===== src/rtl/ternary_stream_decoder.sv =====
// ternary_stream_decoder: balanced-ternary trit-serial to two's-complement word decoder; TERNARY_DEC_BYPASS_EN enables same-edge restart on output handshake
module ternary_stream_decoder #(
  parameter int TRITS = 6,
  parameter int OUT_W = 10,
  parameter int CNT_W = 3
) (
  input  logic             clk,
  input  logic             rst,
  input  logic [1:0]       in_trit,
  input  logic             in_valid,
  input  logic             in_last,
  output logic             in_ready,
  output logic [OUT_W-1:0] out_data,
  output logic [CNT_W-1:0] out_count,
  output logic             out_err,
  output logic             out_valid,
  input  logic             out_ready
);
  typedef enum logic [1:0] {IDLE, ACCUM, DONE} state_t;
  state_t                  r_state;
  logic signed [OUT_W-1:0] r_acc;
  logic [CNT_W-1:0]        r_cnt;
  logic                    r_err;
  logic                    r_rdy_en;
  logic [OUT_W-1:0]        r_out_data;
  logic [CNT_W-1:0]        r_out_count;
  logic                    r_out_err;
  logic                    r_out_valid;
  logic signed [OUT_W-1:0] w_t;
  logic signed [OUT_W-1:0] w_acc_base;
  logic signed [OUT_W-1:0] w_acc_next;
  logic [CNT_W-1:0]        w_cnt_next;
  logic                    w_err_next;
  logic                    w_fire;
  logic                    w_close;
  logic                    w_cont;
`ifdef TERNARY_DEC_BYPASS_EN
  assign in_ready = r_rdy_en && (!r_out_valid || out_ready);
`else
  assign in_ready = r_rdy_en && (r_state != DONE);
`endif
  // Only ACCUM continues a word; IDLE and a bypassed DONE both start from zero so the held result is untouched
  assign w_cont     = (r_state == ACCUM);
  assign w_t        = (in_trit == 2'b10) ? OUT_W'(1) : (in_trit == 2'b00) ? '1 : '0;
  assign w_acc_base = w_cont ? r_acc : '0;
  assign w_acc_next = (w_acc_base <<< 1) + w_acc_base + w_t;
  assign w_cnt_next = (w_cont ? r_cnt : '0) + CNT_W'(1);
  assign w_err_next = (w_cont && r_err) || (in_trit == 2'b11);
  assign w_fire     = in_valid && in_ready;
  assign w_close    = in_last || (w_cnt_next == CNT_W'(TRITS));
  assign out_data   = r_out_data;
  assign out_count  = r_out_count;
  assign out_err    = r_out_err;
  assign out_valid  = r_out_valid;
  // Word FSM: accumulate trits, latch the closed word into the output registers, release on handshake
  always_ff @(posedge clk or posedge rst) begin
    if (rst) begin
      r_state     <= IDLE;
      r_acc       <= '0;
      r_cnt       <= '0;
      r_err       <= 1'b0;
      r_rdy_en    <= 1'b0;
      r_out_data  <= '0;
      r_out_count <= '0;
      r_out_err   <= 1'b0;
      r_out_valid <= 1'b0;
    end else begin
      r_rdy_en <= 1'b1;
      if (w_fire) begin
        r_acc       <= w_acc_next;
        r_cnt       <= w_cnt_next;
        r_err       <= w_err_next;
        r_state     <= w_close ? DONE : ACCUM;
        r_out_valid <= w_close;
        if (w_close) begin
          r_out_data  <= w_acc_next;
          r_out_count <= w_cnt_next;
          r_out_err   <= w_err_next;
        end
      end else if (r_state == DONE && out_ready) begin
        r_acc       <= '0;
        r_cnt       <= '0;
        r_err       <= 1'b0;
        r_state     <= IDLE;
        r_out_valid <= 1'b0;
      end
    end
  end
endmodule


===== config.mk =====
export PLATFORM = sky130hd
export DESIGN_NAME = ternary_stream_decoder
export DESIGN_NICKNAME = d
export VERILOG_FILES = /design/src/rtl/ternary_stream_decoder.sv
export SDC_FILE = /design/constraint.sdc
export NUM_CORES = 1
export LEC_CHECK = 0
export ABC_AREA = 1
export CAP_MARGIN = 20
export CORE_UTILIZATION = 56
export DETAILED_ROUTE_END_ITERATION = 8
export MAX_ROUTING_LAYER = met4
export PLACE_DENSITY_LB_ADDON = 0.12
export RECOVER_POWER = 100
export SYNTH_ARGS = -nofsm -noshare
export SYNTH_HDL_FRONTEND = slang
export SYNTH_SLANG_ARGS = --single-unit

===== constraint.sdc =====
create_clock -name clk -period 3.1 [get_ports clk]
set_input_delay 0.465 -clock clk [delete_from_list [all_inputs] [get_ports clk]]
set_output_delay 0.465 -clock clk [all_outputs]
set_load 0.1 [all_outputs]

; ---- Yosys cells after proc, flatten, opt, wreduce, memory -nomap -nowiden
; Cells that the tools add are included.
[classes]
mux = 14
n_eq_ne = 6
n_addsub = 3
reduce_logical = 9
[op_table]
columns = operator, n
row1 = 10-bit two-way mux, 5
row2 = 10-bit adder, 2
row3 = 3-bit two-way mux, 3
row4 = 2-bit == test (second input constant), 3
row5 = 2-bit two-way mux, 3
row6 = 1-bit logical AND, 4
row7 = 3-bit by 1-bit adder with 3-bit output (second input constant), 1
row8 = 3-bit == test (second input constant), 1
row9 = 1-bit two-way mux, 3
row10 = 2-bit by 1-bit == test with 1-bit output (second input constant), 1
row11 = 2-bit zero test, 1
row12 = 1-bit logical OR, 2
row13 = 2-bit != test (second input constant), 1
row14 = 2-bit AND reduction, 1
row15 = 2-bit nonzero test, 1
[word_totals]
regBits = 32
out_inout_bits = 16
input_bits = 7

; ---- Longest topological paths before layout
; Gate-level depths: netlist of the first run.
[logic_depth]
depth_word = 7
mapped_depth = 16

; ---- Least setup slack after synthesis of the first run
; No wires, ideal clock.
[synth_timing]
path_kind = register to register
from = register r_state[1]
to = register r_out_data[5], in the netlist out_data[5]
stages_incl_launch_ff = 14
setup_time_ns = 0.119
path_slack_ns = -0.086
synth_period_minus_slack_ns = 3.186
arrival_ns = 3.067
path_cell_list = dfrtp_1 -> nor2_4 -> inv_2 -> nor2_1 -> inv_1 -> fa_1 -> inv_1 -> ha_1 -> fa_1 -> nand3_1 -> nand3_1 -> xnor2_1 -> nand2_1 -> and2_1
[synth_via]
elab_chain_len = 6
elab_cells_between_ends = 12
classes_between = add/sub (3) / eq/ne (3) / mux (2) / reduce/logical (4)
[synth_rtl]
columns = element, line_no
row1 = from (decl), 20  ; state_t r_state;
row2 = from (signal assigned), 73  ; r_state <= w_close ? DONE : ACCUM;
row3 = branches (longest 6 deep; another with 10-bit adder), -
row4 = to (signal assigned), 76  ; r_out_data <= w_acc_next;
row5 = to (decl), 25  ; logic [OUT_W-1:0] r_out_data;
; Several ways; the timed one is not identified.
; A chain may end at the register's enable or synchronous reset.

; ---- Worst setup path in the final report of the first run
; Same ends and word-level chain as after synthesis.

==> results of run 1 <==
## per-stage QoR
step | hold WS, ns | setup slack, ns | power, W | utilization, % | cells
2_1_floorplan | 0.449 | 0.158 | 0.00186 | - | 267
3_3_place_gp | 0.470 | 0.0362 | 0.00219 | 68.3 | 339
3_5_place_dp | 0.486 | 0.00313 | 0.00222 | 68.3 | 339
4_1_cts | 0.500 | 0.212 | 0.00258 | 71.2 | 347
5_1_grt | 0.533 | 0.0239 | 0.00265 | 68.6 | 347
6_report | 0.502 | 0.206 | 0.00248 | 68.6 | 347
## logic make-up (layout without fill, tap and decap cells)
group	Yosys count	after routing	synth area share, %
flip-flops	31	31	37.3
AND/OR/NAND/NOR	140	140	30.2
AO/OA/AOI/OAI	18	18	5.35
other	1	1	0.180
XOR/XNOR	3	3	1.26
adder cells (fa/ha/maj)	20	20	15.3
buffers and inverters	54	88	10.4
## Yosys cell counts, drive strengths merged
cell / n / area share, %
nand4: 3 / 0.90
o21ai: 5 / 1.2
ha: 11 / 6.6
nor2: 12 / 2.9
inv: 50 / 9.1
o22ai: 3 / 0.90
a21oi: 5 / 1.2
nand3b: 2 / 0.72
buf: 4 / 1.3
conb: 1 / 0.18
dfrtp: 31 / 37
nand2: 97 / 19
o211ai: 1 / 0.36
fa: 9 / 8.7
and2: 2 / 0.60
xnor2: 2 / 0.84
xor2: 1 / 0.42
nand3: 24 / 6.4
a22o: 4 / 1.7
## final timing paths
kind                                        startpoint                        to  slack (ns)  cells past startpoint
worst max register to register  r_state[1]$_DFFE_PP0P_   out_data[5]$_DFFE_PP0P_        0.21                     13
worst max-delay path            r_state[1]$_DFFE_PP0P_   out_data[5]$_DFFE_PP0P_        0.21                     13
max in group asynchronous                          rst  out_count[2]$_DFFE_PP0P_        1.21                      3
worst min register to register    r_acc[4]$_DFFE_PP0P_      r_acc[4]$_DFFE_PP0P_        0.50                      2
worst min-delay path              r_acc[4]$_DFFE_PP0P_      r_acc[4]$_DFFE_PP0P_        0.50                      2
min in group asynchronous                          rst      r_acc[3]$_DFFE_PP0P_        0.66                      2
## worst reg2reg max path, stage by stage, from the launching register on
cell     delay, ns
dfrtp_2       0.45
nor2_4        0.19
inv_2         0.10
nor2_1        0.15
inv_1         0.07
fa_1          0.47
inv_1         0.05
ha_1          0.22
fa_1          0.39
nand3_1       0.10
nand3_1       0.13
xnor2_1       0.23
nand2_1       0.08
and2_1        0.14
## sequential cells by signal (all words and copies together), names as in the netlist
register,flops
out_err,1
out_count,3
r_acc,10
r_state,2
r_cnt,3
r_err,1
r_rdy_en,1
out_data,10
## area by class of cell
type / count / area (µm²)
fill: 310 / 1080
sequential: 31 / 777
inverter: 50 / 189
timing repair buffer: 30 / 173
clock buffer: 8 / 100
tap: 46 / 57.6
multi-input combinational: 182 / 1060
## power by group through the flow
stage | clock, W | combinational, W | sequential, W
floorplan | 0 | 0.000615 | 0.00124
global placement | 0 | 0.00153 | 0.000659
detailed placement | 0 | 0.00157 | 0.000659
CTS | 0.000351 | 0.00157 | 0.000655
global route | 0.000368 | 0.00161 | 0.000672
finish | 0.000347 | 0.00148 | 0.000654
## per-layer routing
metal,up-vias,wire (µm),track usage (%)
met5,-,0,-
met4,0,99,10.8
met3,12,213,6.39
met2,51,1980,40.7
met1,832,2110,33.0
li1,884,-,-
==> impl_table.tex, run 1 <==
\begin{tabular}{lr}
\hline
Metric & Value \\
\hline
\multicolumn{2}{l}{\textbf{Clocking}} \\
\quad Clock edge transition at the registers on the reported setup and hold paths & roughly 0.06 ns \\
\quad Clock H-tree levels & 2 \\
\quad Number of clock sinks seen by CTS & 31 \\
\quad Cts hold-fix bufs & 0 \\
\quad Root Buffer Master & clkbuf\_8 \\
\quad Latest clock arrival within the worst-skew pair & between 0.2 and 0.3 ns \\
\quad TritonCTS clock tree & done \\
\quad Number of resized instances in the post-cts repair step & 0 \\
\quad Post-CTS setup repair buffer count & 0 \\
\quad Maximum clock insertion buffer count & 2 \\
\quad Number of buffers added by the clock tree synthesis step & 5 \\
\multicolumn{2}{l}{\textbf{Placement}} \\
\quad HPWL after detailed placement & about 3.4 mm \\
\quad Final weighted congestion in routability-driven placement & about 0.88 \\
\quad Count of input and output buffers & 22 \\
\quad DP Area & $\sim$2400 µm² \\
\multicolumn{2}{l}{\textbf{STA}} \\
\quad Skew final & 0.00472 ns \\
\quad Total setup violations reported at the end of the flow & 0 \\
\quad Tmin final & between 2 and 3 ns \\
\quad Max Transition Viols Final & 0 \\
\quad Setup TNS Final & 0 ns \\
\quad Fin crit share & roughly 93\% \\
\quad Final Hold Fails & 0 \\
\quad Unrepaired setup endpoints after global routing & false \\
\quad Maximum clock rate & 0.345 GHz \\
\quad Transition time at the pin with the least slew margin & roughly 1.2 ns \\
\quad Worst-case headroom to the max-slew limit & between 20\% and 30\% \\
\multicolumn{2}{l}{\textbf{Worst setup path}} \\
\quad Cell breakdown of the critical path & nor2\_4 > inv\_2 > nor2\_1 > inv\_1 > fa\_1 > inv\_1 > ha\_1 > fa\_1 > nand3\_1 > nand3\_1 > xnor2\_1 > nand2\_1 > and2\_1 \\
\quad Kind of start point of the critical path & flip-flop \\
\quad Path type of the worst setup path & reg -> reg \\
\quad Arrival time at the worst endpoint & a little over 3 ns \\
\quad Largest stage delay, worst path & approximately 0.47 ns \\
\quad Nature of the critical path endpoint & flip-flop \\
\quad Master of the slowest instance on the critical path & fa\_1 \\
\quad Required time reported for the critical path endpoint & between 3 and 4 ns \\
\quad Top Family by Delay on Critical Path & adder cells \\
\quad Total buffers and inverters traversed by the critical path & 3 \\
\quad Largest fanout of any net on the critical path & 6 \\
\multicolumn{2}{l}{\textbf{Yosys}} \\
\quad Synthesized Nets & roughly 300 \\
\quad Post-synthesis area per instance & 7.79 µm² \\
\quad Number of flip-flops and latches in the synthesized netlist & 31 \\
\quad Syn. warnings & 0 \\
\quad Instance count of the mapped netlist & between 200 and 300 \\
\quad Number of different library cells in the post-synthesis netlist & 26 \\
\quad Seq/Total Area, Yosys & 37.3\% \\
\quad Post-synthesis cell area & between 2000 and 2500 µm² \\
\multicolumn{2}{l}{\textbf{Routing}} \\
\quad First-pass DRT Iterations & 4 \\
\quad Routed len/inst & approximately 13 µm \\
\quad Vias post-DR & roughly 1,800 \\
\quad Number of nets still failing antenna checks after routing & 0 \\
\quad \# DRC & 0 \\
\quad Overall routed net length & 4.40 mm \\
\quad Count of routing violations after the opening detailed-route iteration & 70 \\
\quad Via count normalized by instance count & approximately 5 \\
\multicolumn{2}{l}{\textbf{Global routing}} \\
\quad GR Overflow Total & 0 \\
\quad Antenna violations before repair & 0 \\
\quad Global-route usage over all layers & 26.4\% \\
\quad Global-route wire length before repair & 7.69 mm \\
\quad Via count of the first global-routing pass & roughly 1,700 \\
\quad Largest net degree at the start of global routing & 18 \\
\multicolumn{2}{l}{\textbf{Pwr}} \\
\quad Reported net switching power & between 0.001 and 0.0015 W \\
\quad Maximum VDD drop & roughly 600 µV \\
\quad Relative contribution of combinational cells to total power & 59.6\% \\
\quad Part of the total power dissipated in the clock network & 14.0\% \\
\quad Sequential share of power & between 20\% and 30\% \\
\quad Power per cell area & 1050 nW/µm² \\
\quad Sw Share & between 50\% and 60\% \\
\quad Cell internal power dissipation & $\sim$0.0011 W \\
\quad Leak Pwr & 1.33 nW \\
\multicolumn{2}{l}{\textbf{Floorplanning}} \\
\quad Overall die width & about 63 µm \\
\quad Initial core utilization & between 60\% and 70\% \\
\quad Chip height & 62.9 µm \\
\quad Rows & 21 \\
\quad Total die area & between 3000 and 4000 µm² \\
\quad CORE AREA & 3440 µm² \\
\quad Count of boundary I/O pins & 23 \\
\multicolumn{2}{l}{\textbf{Finish}} \\
\quad Count of antenna diodes in the layout & 0 \\
\quad Final-stage net count & $\sim$330 \\
\quad Area added between synthesis and finish & 13.5\% \\
\quad Highest-count cells in the layout ignoring fill and taps & 95 x nand2\_1, 47 x inv\_1, 30 x dfrtp\_1 \\
\quad Share of layout cells above drive strength 1 & 6.98\% \\
\quad Most common library cell in the layout ignoring fill and taps & nand2\_1 \\
\quad Post-route standard cell area excluding fillers & approximately 2400 µm² \\
\multicolumn{2}{l}{\textbf{Run status}} \\
\quad Outcome & complete, no violations \\
\multicolumn{2}{l}{\textbf{Run}} \\
\quad Max-cap violations & 0 \\
\multicolumn{2}{l}{\textbf{Hold path}} \\
\quad Classification of the worst-slack hold path & reg -> reg \\
\hline
\end{tabular}
(Power assumes the default switching activity.)
==> run 2, diff against run 1 <==
--- a/config.mk
+++ b/config.mk
@@ -7,8 +7,9 @@
 export LEC_CHECK = 0
 export ABC_AREA = 1
 export CAP_MARGIN = 20
-export CORE_UTILIZATION = 56
+export CORE_UTILIZATION = 63
 export DETAILED_ROUTE_END_ITERATION = 8
+export DONT_BUFFER_PORTS = 1
 export MAX_ROUTING_LAYER = met4
 export PLACE_DENSITY_LB_ADDON = 0.12
 export RECOVER_POWER = 100
==> run 2 against run 1 <==
Fmax rose by 1.3%; sequential share of layout area grew 2.9 points; sequential power is 90% higher; combinational power down 47%; clock power down 37%; via count is 7.4% lower; count of clock-buffer cells in the layout fell by 1; worst hold slack worse by 0.41 ns; cell count decreased by 7.8%; worst setup slack improved by 0.038 ns; clock skew is 0.0062 ns higher; global-route usage rose by 2.9 points; critical endpoint unchanged; largest cell class unchanged; highest routed layer unchanged.
==> impl_table.tex, run 2 (synthesis results as in run 1) <==
\begin{tabular}{lr}
\hline
Metric & Value \\
\hline
\multicolumn{2}{l}{\textbf{Worst setup path}} \\
\quad Total buffers and inverters traversed by the critical path & 4 \\
\quad Largest fanout of any net on the critical path & 6 \\
\quad Largest stage delay, worst path & around 0.48 ns \\
\quad Master of the slowest instance on the critical path & fa\_1 \\
\quad Worst reg-to-reg setup slack & around 0.24 ns \\
\quad Cell breakdown of the critical path & inv\_2 > nor2\_2 > inv\_2 > nor2\_1 > inv\_1 > fa\_1 > inv\_1 > ha\_1 > fa\_1 > nand3\_1 > nand3\_1 > xnor2\_1 > nand2\_1 > and2\_1 \\
\quad Path type of the worst setup path & reg -> reg \\
\quad Arrival time at the worst endpoint & 3.08 ns \\
\quad Required time reported for the critical path endpoint & around 3.3 ns \\
\quad Nature of the critical path endpoint & flip-flop \\
\quad Top Family by Delay on Critical Path & adder cells \\
\quad Kind of start point of the critical path & flip-flop \\
\multicolumn{2}{l}{\textbf{STA}} \\
\quad Setup TNS Final & 0 ns \\
\quad Worst-case headroom to the max-slew limit & about 12\% \\
\quad Total setup violations reported at the end of the flow & 0 \\
\quad Fin crit share & about 90\% \\
\quad Final Hold Fails & 0 \\
\quad Transition time at the pin with the least slew margin & about 1.3 ns \\
\quad Maximum clock rate & 0.350 GHz \\
\quad Unrepaired setup endpoints after global routing & false \\
\quad Setup WS post-layout & 0.244 ns \\
\quad Max Transition Viols Final & 0 \\
\quad Skew final & approximately 0.011 ns \\
\quad Tmin final & 2.86 ns \\
\multicolumn{2}{l}{\textbf{Finish}} \\
\quad Final-stage net count & 302 \\
\quad Number of filler instances in the final layout & approximately 270 \\
\quad Highest-count cells in the layout ignoring fill and taps & 94 x nand2\_1, 46 x inv\_1, 30 x dfrtp\_1 \\
\quad Count of antenna diodes in the layout & 0 \\
\quad Post-route standard cell area excluding fillers & $\sim$2200 µm² \\
\quad Share of layout cells above drive strength 1 & under 10\% \\
\quad Number of standard cells in the final layout excluding fillers & 320 \\
\quad Area added between synthesis and finish & 4.45\% \\
\quad Most common library cell in the layout ignoring fill and taps & nand2\_1 \\
\multicolumn{2}{l}{\textbf{Placement}} \\
\quad Number of instances in the placed design & roughly 310 \\
\quad HPWL after detailed placement & around 3.4 mm \\
\quad DP Area & around 2100 µm² \\
\quad Final weighted congestion in routability-driven placement & 0.878 \\
\quad Worst setup slack before clock tree synthesis & 0.318 ns \\
\quad Count of input and output buffers & 0 \\
\multicolumn{2}{l}{\textbf{Global routing}} \\
\quad GR Overflow Total & 0 \\
\quad Via count of the first global-routing pass & approximately 1,600 \\
\quad Global-route wire length before repair & 7.23 mm \\
\quad Largest net degree at the start of global routing & 17 \\
\quad Global-route usage over all layers & between 20\% and 30\% \\
\quad Antenna violations before repair & 0 \\
\multicolumn{2}{l}{\textbf{Routing}} \\
\quad Number of nets still failing antenna checks after routing & 0 \\
\quad Vias post-DR & 1,648 \\
\quad \# DRC & 0 \\
\quad First-pass DRT Iterations & 4 \\
\quad Count of routing violations after the opening detailed-route iteration & approximately 140 \\
\quad Via count normalized by instance count & roughly 5.2 \\
\quad Routed len/inst & approximately 13 µm \\
\quad Overall routed net length & about 4.3 mm \\
\multicolumn{2}{l}{\textbf{Floorplanning}} \\
\quad Total die area & $\sim$3500 µm² \\
\quad Initial core utilization & approximately two thirds \\
\quad Overall die width & roughly 60 µm \\
\quad CORE AREA & about 3100 µm² \\
\quad Chip height & 59.5 µm \\
\quad Count of boundary I/O pins & 23 \\
\quad Rows & 20 \\
\multicolumn{2}{l}{\textbf{Run status}} \\
\quad Outcome & complete, no violations \\
\multicolumn{2}{l}{\textbf{Clocking}} \\
\quad Number of resized instances in the post-cts repair step & 0 \\
\quad TritonCTS clock tree & done \\
\quad Number of clock sinks seen by CTS & 31 \\
\quad Post-CTS setup repair buffer count & 0 \\
\quad Maximum clock insertion buffer count & 2 \\
\quad Clock edge transition at the registers on the reported setup and hold paths & about 0.1 ns \\
\quad Number of buffers added by the clock tree synthesis step & 5 \\
\quad Clock H-tree levels & 2 \\
\quad Root Buffer Master & clkbuf\_4 \\
\quad Latest clock arrival within the worst-skew pair & between 0.3 and 0.4 ns \\
\quad Cts hold-fix bufs & 0 \\
\multicolumn{2}{l}{\textbf{Pwr}} \\
\quad Power per cell area & 1040 nW/µm² \\
\quad Leak Pwr & between 1 and 1.5 nW \\
\quad Maximum VDD drop & 669 µV \\
\multicolumn{2}{l}{\textbf{Hold path}} \\
\quad Classification of the worst-slack hold path & in -> async \\
\multicolumn{2}{l}{\textbf{Run}} \\
\quad Max-cap violations & 0 \\
\hline
\end{tabular}
-- run 2: changes by cell type in the layout (fill, tap and decap cells not counted), moves of 2 or more --
cell	previous run	this run
clkbuf_8	7	0
nor2_4	2	0
clkdlybuf4s50_1	5	0
buf_4	5	3
clkbuf_4	1	5
nor2_2	0	2
clkbuf_1	19	4
-- run 2: final cells by class --
cell class	instances	area [µm²]	share of cell area [%]
clock inverters	1	5.00	0.230
clock buffers	7	45.0	2.07
inverters	50	190	8.76
flip-flops and latches	31	777	35.8
well taps	44	55.1	2.53
repair buffers	5	30.0	1.38
multi-input cells	182	1070	49.3
-- run 2: routing by layer --
| metal | part of all wire (%) | vias up | track usage, % |
|---|---|---|---|
| li1 | - | 844 | - |
| met1 | 48 | 750 | 40.8 |
| met2 | 46 | 50 | 43.0 |
| met3 | 5.6 | 4 | 6.33 |
| met4 | 0.79 | 0 | 7.82 |
| met5 | 0 | - | - |
-- run 2: stage by stage --
step	hold WS [ns]	utilization (%)	power [W]
floorplan	0.449	-	0.00186
global placement	0.460	69.2	0.00203
detailed placement	0.459	69.2	0.00205
CTS	0.111	70.8	0.00226
global route	0.139	70.0	0.00242
finish	0.0894	70.0	0.00225
-- run 2: final timing paths --
kind	startpoint	endpoint	cells after the start
max	r_state[0]$_DFFE_PP0P_	out_data[5]$_DFFE_PP0P_	14
min	rst	r_cnt[1]$_DFFE_PP0P_	1
max reg2reg	r_state[0]$_DFFE_PP0P_	out_data[5]$_DFFE_PP0P_	14
min reg2reg	r_acc[4]$_DFFE_PP0P_	r_acc[4]$_DFFE_PP0P_	2
max in group asynchronous	rst	r_state[1]$_DFFE_PP0P_	2
min in group clk	in_last	r_state[1]$_DFFE_PP0P_	2
-- run 2: where the power goes --
group | internal [W] | switching, W | total (W)
clock network | 0.0000883 | 0.000130 | 0.000218
logic | 0.000288 | 0.000501 | 0.000790
registers | 0.000543 | 0.000701 | 0.00124
